==> src/rtl/seg7_pkg.sv <==
// Shared glyph table, polarity helpers and width helpers for the multiplexed
// 7-segment driver. Glyphs are active-low, seg[6]=a ... seg[0]=g.
package seg7_pkg;

  localparam logic [6:0] GLYPH_0 = 7'b0000001;
  localparam logic [6:0] GLYPH_1 = 7'b1001111;
  localparam logic [6:0] GLYPH_2 = 7'b0010010;
  localparam logic [6:0] GLYPH_3 = 7'b0000110;
  localparam logic [6:0] GLYPH_4 = 7'b1001100;
  localparam logic [6:0] GLYPH_5 = 7'b0100100;
  localparam logic [6:0] GLYPH_6 = 7'b0100000;
  localparam logic [6:0] GLYPH_7 = 7'b0001111;
  localparam logic [6:0] GLYPH_8 = 7'b0000000;
  localparam logic [6:0] GLYPH_9 = 7'b0000100;
  localparam logic [6:0] GLYPH_A = 7'b0001000;
  localparam logic [6:0] GLYPH_B = 7'b1100000;
  localparam logic [6:0] GLYPH_C = 7'b0110001;
  localparam logic [6:0] GLYPH_D = 7'b1000010;
  localparam logic [6:0] GLYPH_E = 7'b0110000;
  localparam logic [6:0] GLYPH_F = 7'b0111000;
  localparam logic [6:0] SEG_OFF = 7'b1111111;

  // What the output stage drives during the current cycle.
  typedef enum logic [1:0] {
    PH_IDLE,
    PH_BLANK,
    PH_LIT
  } phase_e;

  function automatic logic [6:0] apply_seg_pol(input logic [6:0] glyph_al,
                                               input bit active_low);
    return active_low ? glyph_al : ~glyph_al;
  endfunction

  function automatic logic apply_dp_pol(input logic lit, input bit active_low);
    return active_low ? ~lit : lit;
  endfunction

  function automatic int idx_width(input int n_digits);
    return (n_digits <= 1) ? 1 : $clog2(n_digits);
  endfunction

  function automatic int cnt_width(input int div);
    return (div <= 1) ? 1 : $clog2(div);
  endfunction

endpackage

==> src/rtl/seg7_hex_decode.sv <==
// Combinational nibble to active-low hex glyph (0-9, A, b, C, d, E, F).
module seg7_hex_decode
  import seg7_pkg::*;
(
  input  logic [3:0] nibble_i,
  output logic [6:0] glyph_o
);

  always_comb begin
    glyph_o = SEG_OFF;
    case (nibble_i)
      4'h0: glyph_o = GLYPH_0;
      4'h1: glyph_o = GLYPH_1;
      4'h2: glyph_o = GLYPH_2;
      4'h3: glyph_o = GLYPH_3;
      4'h4: glyph_o = GLYPH_4;
      4'h5: glyph_o = GLYPH_5;
      4'h6: glyph_o = GLYPH_6;
      4'h7: glyph_o = GLYPH_7;
      4'h8: glyph_o = GLYPH_8;
      4'h9: glyph_o = GLYPH_9;
      4'hA: glyph_o = GLYPH_A;
      4'hB: glyph_o = GLYPH_B;
      4'hC: glyph_o = GLYPH_C;
      4'hD: glyph_o = GLYPH_D;
      4'hE: glyph_o = GLYPH_E;
      4'hF: glyph_o = GLYPH_F;
      default: glyph_o = SEG_OFF;
    endcase
  end

endmodule

==> src/rtl/seg7_mux_driver.sv <==
// Time-multiplexed N-digit hex display driver: one digit per refresh slot,
// blank window at slot start, leading-zero blanking, per-digit decimal points.
module seg7_mux_driver
  import seg7_pkg::*;
#(
  parameter int N_DIGITS       = 4,
  parameter int REFRESH_DIV    = 50000,
  parameter int BLANK_CYCLES   = 16,
  parameter bit SEG_ACTIVE_LOW = 1'b1,
  parameter bit AN_ACTIVE_LOW  = 1'b1
) (
  input  logic                             clk,
  input  logic                             rst_n,
  input  logic                             en,
  input  logic                             load,
  input  logic [4*N_DIGITS-1:0]            data_in,
  input  logic [N_DIGITS-1:0]              dp_in,
  input  logic                             lz_blank,
  output logic [6:0]                       seg,
  output logic                             dp,
  output logic [N_DIGITS-1:0]              an,
  output logic [idx_width(N_DIGITS)-1:0]   digit_idx
);

  localparam int IDX_W = idx_width(N_DIGITS);
  localparam int CNT_W = cnt_width(REFRESH_DIV);

  localparam logic [CNT_W-1:0]    CNT_LAST  = CNT_W'(REFRESH_DIV - 1);
  localparam logic [CNT_W-1:0]    CNT_BLANK = CNT_W'(BLANK_CYCLES);
  localparam logic [IDX_W-1:0]    IDX_LAST  = IDX_W'(N_DIGITS - 1);
  localparam logic [6:0]          SEG_UNLIT = apply_seg_pol(SEG_OFF, SEG_ACTIVE_LOW);
  localparam logic                DP_UNLIT  = apply_dp_pol(1'b0, SEG_ACTIVE_LOW);
  localparam logic [N_DIGITS-1:0] AN_OFF    = {N_DIGITS{AN_ACTIVE_LOW}};

  logic [4*N_DIGITS-1:0] shadow_q;
  logic [N_DIGITS-1:0]   dp_shadow_q;
  logic [CNT_W-1:0]      cnt_q, cnt_d;
  logic [IDX_W-1:0]      idx_q, idx_d;
  logic [6:0]            seg_q, seg_d;
  logic                  dp_q, dp_d;
  logic [N_DIGITS-1:0]   an_q, an_d;

  logic [3:0]            nib_sel;
  logic                  dp_sel;
  logic [N_DIGITS-1:0]   an_sel;
  logic [N_DIGITS-1:0]   lz_mask;
  logic                  digit_blank;
  logic [6:0]            glyph_al;
  phase_e                phase;

  // Slot timer and digit index; both freeze while the scan is disabled.
  always_comb begin
    cnt_d = cnt_q;
    idx_d = idx_q;
    if (en) begin
      if (cnt_q == CNT_LAST) begin
        cnt_d = '0;
        idx_d = (idx_q == IDX_LAST) ? '0 : idx_q + IDX_W'(1);
      end else begin
        cnt_d = cnt_q + CNT_W'(1);
      end
    end
  end

  always_comb begin
    nib_sel = 4'h0;
    dp_sel  = 1'b0;
    an_sel  = '0;
    for (int i = 0; i < N_DIGITS; i++) begin
      if (idx_q == IDX_W'(i)) begin
        nib_sel   = shadow_q[4*i +: 4];
        dp_sel    = dp_shadow_q[i];
        an_sel[i] = 1'b1;
      end
    end
  end

  // A digit is a leading zero when it and every more-significant nibble are 0;
  // digit 0 is excluded so an all-zero value still reads "0".
  always_comb begin
    lz_mask = '0;
    for (int i = 1; i < N_DIGITS; i++) begin
      lz_mask[i] = 1'b1;
      for (int j = i; j < N_DIGITS; j++) begin
        if (shadow_q[4*j +: 4] != 4'h0) lz_mask[i] = 1'b0;
      end
    end
  end

  assign digit_blank = lz_blank & (|(lz_mask & an_sel));

  seg7_hex_decode u_dec (
    .nibble_i (nib_sel),
    .glyph_o  (glyph_al)
  );

  always_comb begin
    if (!en)                    phase = PH_IDLE;
    else if (cnt_q < CNT_BLANK) phase = PH_BLANK;
    else                        phase = PH_LIT;
  end

  // Blanked digits keep their anode and decimal point; only segments go dark.
  always_comb begin
    seg_d = SEG_UNLIT;
    dp_d  = DP_UNLIT;
    an_d  = AN_OFF;
    case (phase)
      PH_LIT: begin
        seg_d = apply_seg_pol(digit_blank ? SEG_OFF : glyph_al, SEG_ACTIVE_LOW);
        dp_d  = apply_dp_pol(dp_sel, SEG_ACTIVE_LOW);
        an_d  = AN_ACTIVE_LOW ? ~an_sel : an_sel;
      end
      default: begin
        seg_d = SEG_UNLIT;
        dp_d  = DP_UNLIT;
        an_d  = AN_OFF;
      end
    endcase
  end

  always_ff @(posedge clk or negedge rst_n) begin
    if (!rst_n) begin
      shadow_q    <= '0;
      dp_shadow_q <= '0;
      cnt_q       <= '0;
      idx_q       <= '0;
      seg_q       <= SEG_UNLIT;
      dp_q        <= DP_UNLIT;
      an_q        <= AN_OFF;
    end else begin
      if (load) begin
        shadow_q    <= data_in;
        dp_shadow_q <= dp_in;
      end
      cnt_q <= cnt_d;
      idx_q <= idx_d;
      seg_q <= seg_d;
      dp_q  <= dp_d;
      an_q  <= an_d;
    end
  end

  assign seg       = seg_q;
  assign dp        = dp_q;
  assign an        = an_q;
  assign digit_idx = idx_q;

endmodule

==> config.mk <==
export PLATFORM = sky130hd
export DESIGN_NAME = seg7_mux_driver
export DESIGN_NICKNAME = d
export VERILOG_FILES = /design/src/rtl/seg7_pkg.sv /design/src/rtl/seg7_hex_decode.sv /design/src/rtl/seg7_mux_driver.sv
export SDC_FILE = /design/constraint.sdc
export NUM_CORES = 1
export LEC_CHECK = 0
export CAP_MARGIN = 0
export CORE_MARGIN = 1.5
export CORE_UTILIZATION = 48
export CTS_CLUSTER_SIZE = 12
export DETAILED_ROUTE_END_ITERATION = 10
export PLACE_DENSITY = 0.78
export SLEW_MARGIN = 5
export SYNTH_ARGS = -nofsm -noshare
export SYNTH_HDL_FRONTEND = slang
export SYNTH_SLANG_ARGS = --single-unit
export TNS_END_PERCENT = 1
==> constraint.sdc <==
create_clock -name clk -period 2.2 [get_ports clk]
set_input_delay 0.55 -clock clk [delete_from_list [all_inputs] [get_ports clk]]
set_output_delay 0.55 -clock clk [all_outputs]
set_load 0.005 [all_outputs]
### After elaboration in Yosys (flattened, before gate mapping)

Memory sizes are Yosys's and may differ from the RTL's.
Index checks and enable logic that the tools add are counted.

| operators by class | value |
|---|---|
| eq/ne operators | 5 |
| bitwise operators | 4 |
| add/subtract/negate cells | 2 |
| reductions and logical operators | 6 |
| order comparisons | 1 |
| mux-type cells | 26 |

Operators with widths:

| operator | number |
|---|---|
| $mux W4 | 5 |
| $add A16 B1 Y16 const B | 1 |
| $eq A16 B16 Y1 const B | 1 |
| $lt A16 B5 Y1 const B | 1 |
| $mux W16 | 1 |
| $mux W1 | 15 |
| $mux W7 | 2 |
| $reduce_bool A4 Y1 | 3 |
| $eq A2 B2 Y1 const B | 3 |
| $mux W2 | 3 |
| $and A4 B4 Y4 | 1 |
| $not A4 Y4 | 1 |
| $reduce_or A4 Y1 | 1 |
| $add A2 B1 Y2 const B | 1 |
| $eq A2 B1 Y1 const B | 1 |
| $logic_not A2 Y1 | 1 |
| $reduce_and A2 Y1 | 1 |
| $and A1 B1 Y1 | 1 |
| $not A1 Y1 | 1 |

| storage, ports and cells | value |
|---|---|
| word-level logic and storage cells | 52 |
| input bits | 25 |
| flip-flop bits (word level) | 50 |
| output and inout port bits | 14 |
| memory bits (read-only) | 112 |
| memories kept | 1 |

Memory list:

| memory | depth | width | read ports | clocked after memory_dff | wr ports | RTL line | source |
|---|---|---|---|---|---|---|---|
| (name not given) | 16 | 7 | 1 | 0 | 0 | seg7_hex_decode.sv:11 | `case (nibble_i)` |

### Depth between registers and ports, before layout

Gate-level depths: netlist (run 1).

| depth | value |
|---|---|
| depth after elaboration | 9 |
| depth in mapped cells | 11 |
| gate-level depth less buffers | 10 |

### Modules after synthesis

A second synthesis (run 1) with hierarchy kept.

| second synthesis, totals | value |
|---|---|
| cell total of the unflattened synthesis | 228 |
| area total of the unflattened synthesis | 2,555.0 um^2 |

By module, submodules not included:

| module | area each (um^2) | times used | seq. area each (um^2) | cells each |
|---|---|---|---|---|
| seg7_mux_driver | 2,285.9 | 1 | 1,266.2 | 195 |
| seg7_hex_decode | 269.0 | 1 | 0.0 | 33 |

### Worst setup path after synthesis (run 1)

Ideal clock, no wire load.

| path | value |
|---|---|
| kind | register to register |
| start | reg idx_q[0] (netlist: digit_idx[0]) |
| end | reg seg_q[1] (netlist: seg[1]) |
| period minus slack after synthesis | 2.096 ns |
| arrival time | 2.015 ns |
| data required time | 2.118 ns |
| path slack | 0.104 ns |
| path buffers | 1 |
| cell stages (with the launch flop) | 12 |
| library setup time | 0.082 ns |
| cell sequence | dfrtp_1 -> inv_1 -> ha_1 -> buf_4 -> nor2b_1 -> o21ai_0 -> nand2_1 -> inv_1 -> ha_1 -> inv_1 -> mux2_2 -> o211ai_1 |

| on the way | value |
|---|---|
| longest elaborated chain between the ends | 8 |
| elaborated cells between the ends (all ways) | 18 |
| classes of those cells | eq/ne: 3; mux: 10; bitwise: 2; reduce/logical: 2; memory: 1 |

Ends and longest elaborated chain:

| what | RTL line | source |
|---|---|---|
| from (decl) | seg7_mux_driver.sv:38 | `logic [IDX_W-1:0] idx_q, idx_d;` |
| from (signal assigned) | seg7_mux_driver.sv:137 | `idx_q <= idx_d;` |
| $logic_not A2 Y1 | seg7_mux_driver.sv:70 | `if (idx_q == IDX_W'(i)) begin` |
| $mux W4 (4 in series) | seg7_mux_driver.sv:70 |  |
| $mem_v2 Z16 W7 | -- |  |
| $mux W7 (*) | seg7_mux_driver.sv:110 | `seg_d = apply_seg_pol(digit_blank ? SEG_OFF : glyph_al, SEG_ACTIVE_LOW);` |
| $mux W7 (*) | seg7_mux_driver.sv:108 | `case (phase)` |
| via seg_d[1] | seg7_mux_driver.sv:39 | `logic [6:0] seg_q, seg_d;` |
| to (signal assigned) | seg7_mux_driver.sv:138 | `seg_q <= seg_d;` |
| to (decl) | seg7_mux_driver.sv:39 |  |

The timed path passes the listed nets; every way through them passes the cells marked *.
A chain may end at the register's enable or synchronous reset.

### Final worst setup path (run 1)

| path | value |
|---|---|
| start | reg idx_q[1] (netlist: digit_idx[1]) |
| end | reg seg_q[1] (netlist: seg[1]) |

The elaborated chain is that of the path after synthesis.

==> summary.txt, run 1 <==
Logic synthesis
  • Post-synth cell types: 42
  • Multiplexer share of the synthesized area: 10.5%
  • XOR/XNOR share of the synthesized area: 4.13%
  • Top-area cell type share of the netlist area: 37.3%
  • Avg Synthesized Cell Area: 11.1 µm²
  • Synth top area cells: dfrtp_1 (37%), dfstp_2 (12%), mux2_2 (9.7%), ha_1 (5.4%), nand2_1 (4.1%)
  • Sequential element share of the synthesized area: 49.7%
  • Largest family of logic cells by synthesized area: simple AND/OR/NAND/NOR gates
  • Number of instances in the synthesized netlist: 229
  • FFs w/ async S/R, synth: 100%
  • EDFF count, synth: 0
  • Synthesized-area fraction occupied by ao, oa, aoi and oai cells: 9.43%
  • Post-synthesis instance area: 0.00255 mm²
  • Prevailing post-synth register cell: dfrtp_1
  • Count leader, synth: dfrtp_1
  • Adder-Cell Fraction of Synth Area: 5.41%
  • Synthesized-area fraction occupied by and/or/nand/nor cells: 17.5%
  • Yosys warning total: 0
  • Syn_nets: 265
  • Most area-hungry cell type in the Yosys netlist: dfrtp_1
  • Total of flip-flops plus latches after synthesis: 50
  • Most instantiated cells after synthesis: dfrtp_1 (38), nand2_1 (28), mux2_2 (22)

Timing
  • Highest achievable clock rate: 473 MHz
  • Transition time of the tightest slew-check pin: 0.602 ns
  • Relative slew slack: 59.9%
  • Worst path setup slack after routing: 0.0870 ns
  • Number of max-slew violations in the final report: 0
  • Shortest period the worst path allows: 2.11 ns
  • Largest clock skew in the final design: 0.0140 ns
  • Share of the clock period used by the worst path after layout: 96.0%
  • Final setup vio count: 0
  • Final hold violation count: 0

Worst setup path
  • Critical path launch point type: flop
  • Endpoint of the worst-slack reg-to-reg timing path: seg[1]
  • Arrival @ worst endpoint: 2.33 ns
  • Capturing element type of the critical path: flop
  • Setup slack of the most critical reg-to-reg path: 0.09 ns
  • Worst path required time: 2.42 ns
  • Setup CP Type: flop to flop
  • Reg-to-reg critical path startpoint: digit_idx[1]
  • Worst reg-to-reg path cell count: 8
  • CP max FO: 6

Floorplanning
  • Die extent in x: 75.8 µm
  • Total core area: 0.00511 mm²
  • Initial core utilization: 49.9%
  • # rows: 26
  • Area of the die: 0.00575 mm²
  • Die span in y: 75.8 µm
  • I/O pin count: 39

Layout
  • Post-layout utilization of the core: 64.4%
  • Final nets: 327
  • Number of non-filler instances in the completed layout: 362
  • Layout Area Growth over Synthesis: 29.1%
  • # diodes: 0
  • Fraction of final layout cells with drive strength greater than 1: 29.5%

Global routing
  • Met1 track demand over resource: 26.4%
  • Global-route track usage on met2: 29.7%
  • GR peak layer: met2
  • Total Routing Usage GR: 19.0%
  • Maximum number of pins on one net before global-route repair: 51
  • Antenna violations before repair: 0
  • Grt ovf: 0
  • Via count of the first global-routing pass: 1808
  • Met3 track demand over resource: 3.97%
  • First-pass GRT wire length: 8250 µm

Power and ir drop
  • Power density over the cells: 646 mW/mm²
  • Standby leakage power: 1.37 nW
  • Largest vdd supply drop: 0.291 mV
  • PnR Total Power: 0.00212 W

Drt
  • Via density per instance: 5.11
  • Count of TritonRoute iterations in the first routing pass: 4
  • Wirelength per Cell: 13.8 µm
  • Post-Route WL: 5010 µm
  • Number of DRC violations after detailed routing: 0
  • Number of DRC violations after detailed-routing iteration 0: 136
  • Via total after detailed routing: 1851
  • Remaining antenna violation count after routing: 0

Placed design
  • Post-Place Worst Slack: 0.0150 ns
  • Post-Place Cells: 350
  • Estimated wirelength of the detail-placed design: 3670 µm
  • IO Port Bufs: 38
  • Gpl congestion: 0.846

Run status
  • Status: completed

Clocking
  • Clock Pin Slew Worst Setup and Hold Paths: 0.10 ns
  • Clock tree from TritonCTS: done
  • Worst-Skew Late Latency: 0.31 ns
  • Maximum count of clock buffers along a single path: 2
  • TritonCTS Buffers: 5
  • Clock Root Buffer: clkbuf_8
  • Maximum level of the CTS H-tree: 2
  • Number of sinks handled by clock tree synthesis: 50
  • Hold buffer count at CTS: 0

Job
  • Max cap viols: 0

Hold path
  • Hold Crit Class: input port to async pin
-- what timing repair did --
action                                 CTS  global route
setup endpoints to repair                1             7
resized for setup                        1            15
setup buffers                            0             4
endpoints found under the hold margin    0             0
pin swaps                                0             4
-- layout by cell type (no fill, tap or decap), types with 2 or more instances in the layout --
| cell | Yosys | layout |
|---|---|---|
| a22o_1 | 2 | 2 |
| inv_1 | 12 | 11 |
| nor2_1 | 12 | 12 |
| mux2i_1 | 2 | 2 |
| nor3_1 | 5 | 5 |
| buf_4 | 4 | 22 |
| and4_1 | 2 | 2 |
| nor2b_2 | 1 | 2 |
| nand3b_1 | 4 | 4 |
| clkdlybuf4s50_1 | 0 | 37 |
| nor4_1 | 7 | 7 |
| nor2b_1 | 5 | 3 |
| nand2_1 | 28 | 28 |
| nand3_1 | 4 | 4 |
| xor2_1 | 4 | 4 |
| o211ai_1 | 5 | 5 |
| dfrtp_1 | 38 | 37 |
| nand4_1 | 6 | 6 |
| nor3b_1 | 3 | 2 |
| nor2_4 | 2 | 2 |
| a21oi_1 | 5 | 5 |
| a211oi_2 | 1 | 2 |
| mux2_2 | 22 | 22 |
| dfstp_2 | 12 | 12 |
| clkbuf_8 | 0 | 5 |
| o21ai_0 | 6 | 5 |
| ha_1 | 11 | 6 |
| ha_2 | 0 | 5 |
| xnor2_1 | 8 | 8 |
| o21ai_1 | 1 | 2 |
-- logic make-up (layout without fill, tap and decap cells) --
group                    Yosys count  count (layout)
AND/OR/NAND/NOR                   84              84
XOR/XNOR                          12              12
AO/OA/AOI/OAI                     30              30
adder cells (fa/ha/maj)           11              11
flip-flops                        50              50
multiplexers                      24              24
buffers and inverters             18              81
-- worst max-delay path, stage by stage, from the launching register on --
cell and delay [ns]:
dfrtp_1 0.43, inv_1 0.09, ha_2 0.22, nand3b_1 0.25, a211oi_2 0.32, ha_2 0.25
inv_1 0.05, mux2_2 0.25, o211ai_1 0.16
-- how the worst max path moves through the flow --
| stage | startpoint | end | slack [ns] |
|---|---|---|---|
| 6_report | digit_idx[1] | seg[1] | 0.09 |
| 5_1_grt | digit_idx[1] | seg[1] | -0.05 |
| 4_1_cts | digit_idx[0] | seg[1] | 0.004 |
| 3_5_place_dp | digit_idx[0] | seg[1] | 0.01 |
| 3_3_place_gp | digit_idx[0] | seg[1] | 0.08 |
| 2_1_floorplan | digit_idx[0] | seg[1] | 0.10 |
-- layout make-up --
cell class,instances,area (µm²)
timing repair buffer,61,552
inverter,12,45.0
tap,70,87.6
sequential,50,1270
multi-input combinational,161,1240
clock buffer,5,68.8
clock inverter,3,25.0
fill,415,1820
-- sequential cells by signal (all words and copies together) (netlist names) --
register	cells
cnt_q	16
dp	1
shadow_q	16
digit_idx	2
dp_shadow_q	4
seg	7
an	4
-- per-layer routing --
| metal | wire length (µm) | part of all wire (%) | up-vias |
|---|---|---|---|
| met5 | 0 | 0 | - |
| met4 | 43 | 0.86 | 0 |
| met3 | 188 | 3.8 | 4 |
| met2 | 2320 | 46 | 40 |
| met1 | 2450 | 49 | 875 |
| li1 | - | - | 932 |
-- power breakdown --
part / switching [W] / internal (W)
Combinational: 0.000191 / 0.000246
Sequential: 0.0000920 / 0.00105
Clock: 0.000314 / 0.000230
Total: 0.000597 / 0.00153
-- stage by stage --
| step | hold slack (ns) | instance area [µm²] | TNS, ns |
|---|---|---|---|
| after floorplan | 0.254 | 2550 | 0 |
| after global placement | 0.486 | 3110 | 0 |
| after detailed placement | 0.489 | 3110 | 0 |
| after CTS | 0.346 | 3210 | 0 |
| after global routing | 0.391 | 3290 | -0.0833 |
| final | 0.329 | 3290 | 0 |
No activity file was read; power rests on OpenSTA's default activity.
==> run 2: changes to the inputs <==
--- a/config.mk
+++ b/config.mk
@@ -10,9 +10,10 @@
 export CORE_UTILIZATION = 48
 export CTS_CLUSTER_SIZE = 12
 export DETAILED_ROUTE_END_ITERATION = 10
+export GPL_TIMING_DRIVEN = 1
 export PLACE_DENSITY = 0.78
 export SLEW_MARGIN = 5
 export SYNTH_ARGS = -nofsm -noshare
 export SYNTH_HDL_FRONTEND = slang
 export SYNTH_SLANG_ARGS = --single-unit
-export TNS_END_PERCENT = 1
+export TNS_END_PERCENT = 10
==> results of run 2 <==
The final DEF is identical to that of run 1; final timing and power are the same.
==> run 3: changes to the inputs <==
--- a/config.mk
+++ b/config.mk
@@ -5,7 +5,7 @@
 export SDC_FILE = /design/constraint.sdc
 export NUM_CORES = 1
 export LEC_CHECK = 0
-export CAP_MARGIN = 0
+export CAP_MARGIN = 10
 export CORE_MARGIN = 1.5
 export CORE_UTILIZATION = 48
 export CTS_CLUSTER_SIZE = 12
==> constraint.sdc (replaced) <==
create_clock -name clk -period 2.2 [get_ports clk]
set_input_delay 0.55 -clock clk [delete_from_list [all_inputs] [get_ports clk]]
set_output_delay 0.55 -clock clk [all_outputs]
set_load 0.02 [all_outputs]
==> summary.txt, run 3 (synthesis results as in run 1) <==
Run status
  • Status: completed

Floorplanning
  • Initial core utilization: 49.9% (unchanged)
  • Total core area: 0.00511 mm² (unchanged)
  • Area of the die: 0.00575 mm² (unchanged)
  • I/O pin count: 39 (unchanged)
  • # rows: 26 (unchanged)
  • Die span in y: 75.8 µm (unchanged)
  • Die extent in x: 75.8 µm (unchanged)

Timing
  • Transition time of the tightest slew-check pin: 0.396 ns (-0.205 ns)
  • Final setup vio count: 0 (unchanged)
  • Shortest period the worst path allows: 2.16 ns (+0.0432 ns)
  • Relative slew slack: 73.3% (+13 points)
  • Largest clock skew in the final design: 0.0101 ns (-0.00388 ns)
  • Number of max-slew violations in the final report: 0 (unchanged)
  • Share of the clock period used by the worst path after layout: 98.0% (+2.0 points)
  • Final hold violation count: 0 (unchanged)
  • Worst path setup slack after routing: 0.0439 ns (-0.0432 ns)
  • Setup TNS: 0 ns (unchanged)
  • Highest achievable clock rate: 464 MHz (-2.0%)
  • RSZ-0062 raised after global routing: yes

Layout
  • Final nets: 325 (-0.61%)
  • Most frequent cells in the layout: dfrtp_1 (37), clkdlybuf4s50_1 (37), nand2_1 (28), mux2_2 (22), buf_4 (20)
  • Layout Area Growth over Synthesis: 29.1% (about the same)
  • Fraction of final layout cells with drive strength greater than 1: 27.2% (-2.2 points)
  • # diodes: 0 (unchanged)
  • Post-layout utilization of the core: 64.4% (about the same)
  • Number of non-filler instances in the completed layout: 360 (-0.55%)
  • Post-route cell area: 0.00329 mm² (about the same)

Worst setup path
  • Capturing element type of the critical path: flop
  • Crit path max-delay cell type: dfrtp_1
  • Setup CP Type: flop to flop
  • Number of logic stages on the critical path including buffering: 8 (unchanged)
  • Worst path required time: 2.42 ns (about the same)
  • Crit path largest cell delay: 0.40 ns (-0.03 ns)
  • CP most frequent cell: buf_4
  • Endpoint of the worst setup timing path: seg[1]
  • Reg-to-reg critical path startpoint: digit_idx[1]
  • Worst reg-to-reg path cell count: 8 (unchanged)
  • Critical path launch point type: flop
  • CP max FO: 11 (+5)
  • Endpoint of the worst-slack reg-to-reg timing path: seg[1]
  • List of cells traversed by the critical path: inv_1 > ha_2 > buf_4 > nand3b_1 > a311oi_2 > buf_4 > mux2_2 > o211ai_1
  • Crit. Startpoint: digit_idx[1]
  • Setup slack of the most critical reg-to-reg path: 0.04 ns (-0.04 ns)
  • Buffers & Inverters on Critical Path: 3 (+1)
  • Gate family responsible for the most delay along the worst path: buffers and inverters
  • Arrival @ worst endpoint: 2.37 ns (+0.04 ns)

Clocking
  • TritonCTS Buffers: 5 (unchanged)
  • Number of sinks handled by clock tree synthesis: 50 (unchanged)
  • Clock tree from TritonCTS: done
  • Clock Root Buffer: clkbuf_8
  • Worst-Skew Late Latency: 0.31 ns (about the same)
  • Maximum count of clock buffers along a single path: 2 (unchanged)
  • Maximum level of the CTS H-tree: 2 (unchanged)
  • Clock Pin Slew Worst Setup and Hold Paths: 0.09 ns (about the same)

Power and ir drop
  • Power density over the cells: 686 mW/mm² (+6.2%)
  • Standby leakage power: 1.37 nW (-0.16%)
  • Largest vdd supply drop: 0.403 mV (+38%)

Global routing
  • First-pass GRT wire length: 8310 µm (+0.84%)
  • Via count of the first global-routing pass: 1807 (-0.055%)
  • Grt ovf: 0 (unchanged)
  • Maximum number of pins on one net before global-route repair: 27 (-47%)
  • Total Routing Usage GR: 19.6% (+0.59 points)
  • Antenna violations before repair: 0 (unchanged)

Drt
  • Number of DRC violations after detailed routing: 0 (unchanged)
  • Remaining antenna violation count after routing: 0 (unchanged)
  • Wirelength per Cell: 14.4 µm (+4.4%)
  • Post-Route WL: 5200 µm (+3.8%)
  • Via density per instance: 5.29 (+3.4%)
  • Number of DRC violations after detailed-routing iteration 0: 103 (-24%)
  • Count of TritonRoute iterations in the first routing pass: 4 (unchanged)
  • Via total after detailed routing: 1903 (+2.8%)

Placed design
  • Post-Place Worst Slack: 0.00560 ns (-0.00940 ns)
  • IO Port Bufs: 38 (unchanged)
  • Estimated wirelength of the detail-placed design: 3840 µm (+4.4%)
  • Post-Place Cells: 350 (unchanged)
  • Gpl congestion: 0.827 (-2.2%)
  • Placed Instance Area: 0.00312 mm² (about the same)

Job
  • Max cap viols: 0 (unchanged)

Hold path
  • Hold Crit Class: flop to flop
run 3: per-stage QoR:
stage | hold slack [ns] | total power [W]
after floorplan | 0.254 | 0.00141
final | 0.515 | 0.00225
after detailed placement | 0.346 | 0.00162
after global routing | 0.521 | 0.00238
after global placement | 0.348 | 0.00160
after CTS | 0.00999 | 0.00225
run 3: what timing repair did:
item	in CTS	in global routing
gates resized for setup	4	8
pin swaps	0	3
endpoints found under the hold margin	0	1
buffers inserted	0	1
endpoints found under the setup margin	1	5
hold buffers	0	1
run 3: metal layers:
layer	up-vias	global-route usage (%)	routed length [µm]
li1	930	-	-
met1	909	26.7	2460
met2	55	30.5	2390
met5	-	0	0
met4	0	6.35	82
met3	9	5.03	262
run 3: worst min-delay path by stage:
| stage | from | to | slack [ns] | cells after the start |
|---|---|---|---|---|
| 2_1_floorplan | rst_n | cnt_q[0] | 0.25 | 0 |
| 3_3_place_gp | rst_n | cnt_q[7] | 0.35 | 1 |
| 3_5_place_dp | rst_n | cnt_q[7] | 0.35 | 1 |
| 4_1_cts | rst_n | cnt_q[7] | 0.01 | 1 |
| 5_1_grt | cnt_q[15] | cnt_q[15] | 0.52 | 1 |
| 6_report | cnt_q[15] | cnt_q[15] | 0.52 | 1 |
run 3: cell type report:
cell class	instances	area, µm²
clock inverter	1	30.0
tap	70	87.6
sequential	50	1270
multi-input combinational	161	1240
fill	421	1820
clock buffer	7	76.3
inverter	12	45.0
timing repair buffer	59	536
run 3: report_power, final:
group          switching (W)  total, W  internal (W)  leakage [nW]
clock network       0.000290  0.000630      0.000340        0.0524
logic               0.000228  0.000473      0.000245         0.726
registers           0.000101   0.00115       0.00105         0.592
total               0.000618   0.00225       0.00164          1.37
